===== src/rtl/cpu_run_pkg.sv =====
// Shared encodings for the CPU run controller: run modes, FSM states and a
// small helper for deciding whether a mode runs at full rate.
package cpu_run_pkg;

    localparam logic [1:0] MODE_FREE = 2'b00;
    localparam logic [1:0] MODE_DIV  = 2'b01;
    localparam logic [1:0] MODE_STEP = 2'b10;

    typedef enum logic [1:0] {
        ST_RST_HOLD = 2'd0,
        ST_RUN      = 2'd1,
        ST_HALT     = 2'd2
    } runState_t;

    // The unused encoding 2'b11 behaves exactly like free-run.
    function automatic logic modeIsFree(input logic [1:0] m);
        return (m == MODE_FREE) || (m == 2'b11);
    endfunction

endpackage


===== src/rtl/rate_divider.sv =====
// Rate divider for divided-run mode: counts 0..runDiv and ticks on the
// terminal value; a counter already past a lowered runDiv restarts without a tick.
module rate_divider #(
    parameter int DIV_W = 24
) (
    input  logic             clk,
    input  logic             Reset,
    input  logic             clear,
    input  logic [DIV_W-1:0] runDiv,
    output logic             tick
);

    logic [DIV_W-1:0] divCnt;

    always_ff @(posedge clk or posedge Reset) begin
        if (Reset) begin
            divCnt <= '0;
        end else if (clear || (divCnt >= runDiv)) begin
            divCnt <= '0;
        end else begin
            divCnt <= divCnt + 1'b1;
        end
    end

    assign tick = !clear && (divCnt == runDiv);

endmodule


===== src/rtl/cpu_run_ctrl.sv =====
// Run controller between board clock/reset and the CPU core: sequences CPU reset,
// then gates CPU enables for free, divided and single-step execution.
module cpu_run_ctrl
    import cpu_run_pkg::*;
#(
    parameter int RESET_CYCLES = 5,
    parameter int ADDR_W       = 8,
    parameter int DIV_W        = 24,
    parameter int CNT_W        = 16
) (
    input  logic              clk,
    input  logic              Reset,
    input  logic [1:0]        mode,
    input  logic [DIV_W-1:0]  run_div,
    input  logic              step,
    input  logic              run,
    input  logic              bp_en,
    input  logic [ADDR_W-1:0] bp_addr,
    input  logic [ADDR_W-1:0] pc,
    output logic              CpuReset,
    output logic              CpuEn,
    output logic              Halted,
    output logic [CNT_W-1:0]  CycleCount,
    output logic              LED
);

    localparam logic [7:0] HOLD_LAST = 8'(RESET_CYCLES - 1);

    runState_t        state;
    runState_t        nextState;
    logic [7:0]       holdCnt;
    logic             stepPrev;
    logic             runPrev;
    logic             bpMask;
    logic             stepRise;
    logic             runRise;
    logic             holdDone;
    logic             bpHit;
    logic             divClear;
    logic             divTick;
    logic             enDue;
    logic             cpuResetNext;
    logic             cpuEnNext;
    logic             haltedNext;
    logic             bpMaskNext;
    logic [CNT_W-1:0] countNext;

    assign stepRise = step & ~stepPrev;
    assign runRise  = run & ~runPrev;
    assign holdDone = (holdCnt == HOLD_LAST);
    // bpMask lets the first instruction after a resume execute even at bp_addr.
    assign bpHit    = bp_en && (pc == bp_addr) && !bpMask;
    assign divClear = !((state == ST_RUN) && (mode == MODE_DIV));
    assign enDue    = modeIsFree(mode) ? 1'b1 : divTick;

    rate_divider #(
        .DIV_W (DIV_W)
    ) divider (
        .clk    (clk),
        .Reset  (Reset),
        .clear  (divClear),
        .runDiv (run_div),
        .tick   (divTick)
    );

    always_ff @(posedge clk or posedge Reset) begin
        if (Reset) begin
            state <= ST_RST_HOLD;
        end else begin
            state <= nextState;
        end
    end

    always_comb begin
        nextState = state;
        case (state)
            ST_RST_HOLD: begin
                if (holdDone) begin
                    nextState = (mode == MODE_STEP) ? ST_HALT : ST_RUN;
                end
            end
            ST_RUN: begin
                if (bpHit || (mode == MODE_STEP)) begin
                    nextState = ST_HALT;
                end
            end
            ST_HALT: begin
                if (!stepRise && runRise && (mode != MODE_STEP)) begin
                    nextState = ST_RUN;
                end
            end
            default: nextState = ST_RST_HOLD;
        endcase
    end

    // Next values for the registered outputs; a step edge in HALT outranks run.
    always_comb begin
        cpuResetNext = (nextState == ST_RST_HOLD);
        haltedNext   = (nextState == ST_HALT);
        cpuEnNext    = 1'b0;
        bpMaskNext   = 1'b0;
        case (state)
            ST_RUN: begin
                cpuEnNext = (nextState == ST_RUN) && enDue;
            end
            ST_HALT: begin
                cpuEnNext  = stepRise;
                bpMaskNext = (nextState == ST_RUN);
            end
            default: begin
                cpuEnNext = 1'b0;
            end
        endcase
        countNext = CycleCount;
        if (cpuEnNext && (CycleCount != {CNT_W{1'b1}})) begin
            countNext = CycleCount + 1'b1;
        end
    end

    always_ff @(posedge clk or posedge Reset) begin
        if (Reset) begin
            CpuReset   <= 1'b1;
            CpuEn      <= 1'b0;
            Halted     <= 1'b0;
            CycleCount <= '0;
            holdCnt    <= 8'd0;
            stepPrev   <= 1'b0;
            runPrev    <= 1'b0;
            bpMask     <= 1'b0;
        end else begin
            CpuReset   <= cpuResetNext;
            CpuEn      <= cpuEnNext;
            Halted     <= haltedNext;
            CycleCount <= countNext;
            holdCnt    <= (nextState == ST_RST_HOLD) ? holdCnt + 8'd1 : 8'd0;
            stepPrev   <= step;
            runPrev    <= run;
            bpMask     <= bpMaskNext;
        end
    end

    assign LED = Halted;

endmodule


===== config.mk =====
export PLATFORM = sky130hd
export DESIGN_NAME = cpu_run_ctrl
export DESIGN_NICKNAME = d
export VERILOG_FILES = /design/src/rtl/cpu_run_pkg.sv /design/src/rtl/rate_divider.sv /design/src/rtl/cpu_run_ctrl.sv
export SDC_FILE = /design/constraint.sdc
export NUM_CORES = 1
export LEC_CHECK = 0
export CORE_MARGIN = 3
export CORE_UTILIZATION = 45
export CTS_CLUSTER_SIZE = 12
export DETAILED_ROUTE_END_ITERATION = 8
export PLACE_DENSITY = 0.71
export SKIP_LAST_GASP = 1
export SLEW_MARGIN = 20
export SYNTH_ARGS = -nofsm -noshare
export SYNTH_HDL_FRONTEND = slang
export SYNTH_SLANG_ARGS = --single-unit

===== constraint.sdc =====
create_clock -name clk -period 6.5 [get_ports clk]
set_clock_uncertainty 0.1 [all_clocks]
set_input_delay 0.975 -clock clk [delete_from_list [all_inputs] [get_ports clk]]
set_output_delay 0.975 -clock clk [all_outputs]
set_load 0.1 [all_outputs]

==> flow_summary.ini <==
[status]
outcome = completed

[routing]
wire_per_inst_um = 13.3
detail-route-antenna-nets = 0
wl_met3_um = 373
totalWireLength_um = 7040
drt_iter0_drc = 101
vias = 2675
wl_met2_um = 3140
route.detailed.drc = 0
first_pass_iters = 4
avgViaCountPerCell = 5.07
top_layer = met4
drt-met1-wl_um = 3460

[clocking]
cts_setup_buffers = 0
clock_sinks = 56
h-tree-depth = 2
cts_inserted_buffers = 5
cts_tree = done
clk_latency_ns = 0.31
clk_pin_slew_ns = 0.11
ctsHoldBuffers = 0
cts-root-buf = clkbuf_8
post_cts_resized = 0
clk_path_buf_depth = 2

[worst_setup_path]
cp_max_fo = 16
crit_chain = clkdlybuf4s50_1 -> inv_1 -> ha_1 -> o31ai_1 -> a221oi_2 -> o22ai_2 -> a31oi_4 -> nor4b_1 -> mux2_2
r2r_end = CycleCount[1]
critPathTopFamily = compound AO/OA/AOI/OAI gates
worstReg2RegStart = holdCnt[0]
cp.arrival_ns = 3.64
cpMaxStageDelayCell = clkdlybuf4s50_1
critPathLaunchType = primary input
cp_slowest_stage_delay_ns = 0.49
reg2reg_depth = 9
cp.depth = 9
path_buf_inv = 2
crit_path_end_kind = flop
critical_path_required_ns = 6.61
rrSetupSlack_ns = 3.42
setup.worst_path.class = in2reg

[hold_path]
hp-start = CycleCount[9]
holdPathEnd = CycleCount[9]
hold_depth = 1
hold_path.class = reg2reg

[place]
place_congestion = 0.790
port_buffers = 66
dp_hpwl_um = 5250
place_area_sq_mm = 0.00425

[final_layout]
fin_area_sq_mm = 0.00434
fin_util = 0.589
layout-area-overhead-vs-synth_pct = 24.8
drive_gt1_frac = 0.0653
final_nets = 509
antenna_cells = 0

[synth]
synth_nets = 440
synth-edff-count = 0
syn_area_sq_mm = 0.00348
synth_cell_types = 48
yosysWarnings = 0
synth_ff_type = dfrtp_1
synth-async-reset-ratio = 1.00
yosysSeqAreaShare = 0.403
synth-seq-cells = 56
avgSynthCellArea_sq_um = 9.69
synthCells = 359

[die]
die_height_um = 93.9
dieArea_sq_mm = 0.00882
ios = 67
num_rows = 31
core-area_sq_mm = 0.00737
initial_core_util = 0.472
die_x_um = 93.9

[timing]
tightest_slew_ns = 0.981
layout_min_cycle_time_ns = 3.54
max_slew_margin = 0.344
finalHoldWorstSlack_ns = 0.409
setup_tns_ns = 0
setup_viol = 0
final-hold-violation-count = 0
slew_violations = 0
fin_crit_sh = 0.544
fmax_ghz = 0.283
rsz0062_at_grt = no

[global_routing]
first_global_vias = 2690
grt_max_degree = 57
antenna_found_initial = 0
grt.overflow.total = 0
grt_use_total = 0.166
grt_pass1_wl_um = 11900

[flow_run]
drv_cap = 0

[power_and_ir_drop]
leakage_uw = 0.00205
vdd_drop_max_v = 0.000207
powerDensity_mw_per_mm2 = 220
## state kept, by name, summed over array words and instances, names as in the netlist
name / cells
stepPrev: 1
divider.divCnt: 24
bpMask: 1
state: 2
runPrev: 1
Halted: 1
holdCnt: 8
CpuReset: 1
CpuEn: 1
CycleCount: 16
## cell type report
cell class | count | area [sq um]
Fill cell | 673 | 3030
Sequential cell | 56 | 1400
Timing Repair Buffer | 68 | 676
Tap cell | 99 | 124
Clock buffer | 5 | 68.8
Inverter | 39 | 146
Multi-Input combinational cell | 258 | 1900
Clock inverter | 3 | 22.5
## through the flow
stage	std cells	setup WS [ns]	power (uW)
after floorplan	359	3.51	673
after global placement	520	2.74	757
after detailed placement	520	2.65	765
after CTS	528	2.97	965
after global routing	528	2.76	1010
final	528	2.96	955
## routing by layer
metal / up-vias / GRT usage
met2: 59 / 0.273
li1: 1366 / -
met1: 1245 / 0.226
met4: 0 / 0.0385
met5: - / 0
met3: 5 / 0.0313
## worst register-to-register path, cell delays in order (launching register included)
cell      delay, ns
dfrtp_1        0.45
inv_1          0.08
ha_1           0.13
or4b_4         0.48
o311a_2        0.40
a221oi_2       0.24
o22ai_2        0.18
a31oi_4        0.48
nor2_1         0.16
mux2_2         0.29
## cells in the mapped netlist (2+ instances only)
master / n / share of area
dfrtp_1: 55 / 0.40
nor2_1: 42 / 0.045
inv_1: 39 / 0.042
ha_1: 34 / 0.12
xor2_1: 27 / 0.068
xnor2_1: 21 / 0.053
nand3_1: 20 / 0.029
nand2_1: 19 / 0.021
nand4_1: 13 / 0.023
a21o_1: 9 / 0.019
and3_1: 8 / 0.014
a21oi_1: 7 / 0.010
nor3_1: 6 / 0.0086
nor4_1: 6 / 0.011
clkbuf_1: 4 / 0.0043
mux2_2: 4 / 0.013
nand2b_1: 4 / 0.0072
nor2b_1: 4 / 0.0072
and4_1: 3 / 0.0076
nor4b_1: 3 / 0.0076
o21ai_0: 3 / 0.0043
nor3_4: 2 / 0.0094
## power by group
group          switching (uW)  internal, uW  total (uW)
sequential               31.4           379         411
combinational             226           121         347
clock                     120          77.7         198
## cells by family (layout without fill, tap and decap cells)
logic type,count (synthesis),in the layout,synth area share
AND/OR/NAND/NOR,140,140,0.217
flip-flops,56,56,0.403
XOR/XNOR,48,48,0.121
buffers and inverters,45,115,0.0518
adder cells (fa/ha/maj),34,34,0.122
AO/OA/AOI/OAI,31,31,0.0684
multiplexers,5,5,0.0158
## worst max-delay path by stage
| stage | start | end | slack [ns] |
|---|---|---|---|
| 6_report | mode[0] | CycleCount[12] | 2.96 |
| 3_5_place_dp | run_div[23] | CycleCount[12] | 2.65 |
| 3_3_place_gp | mode[0] | CycleCount[14] | 2.74 |
| 5_1_grt | run_div[23] | CycleCount[12] | 2.76 |
| 4_1_cts | run_div[23] | CycleCount[12] | 2.97 |
| 2_1_floorplan | mode[0] | CycleCount[8] | 3.51 |
## layout by cell type (no fill, tap or decap), drive strengths merged, types with 5 or more instances in the layout
cell type	n
a21o	9
a21oi	7
and3	9
clkbuf	5
clkdlybuf4s50	66
dfrtp	55
ha	34
inv	40
nand2	19
nand3	20
nand4	13
nor2	42
nor3	8
nor4	7
xnor2	21
xor2	27
(Power assumes the default switching activity.)
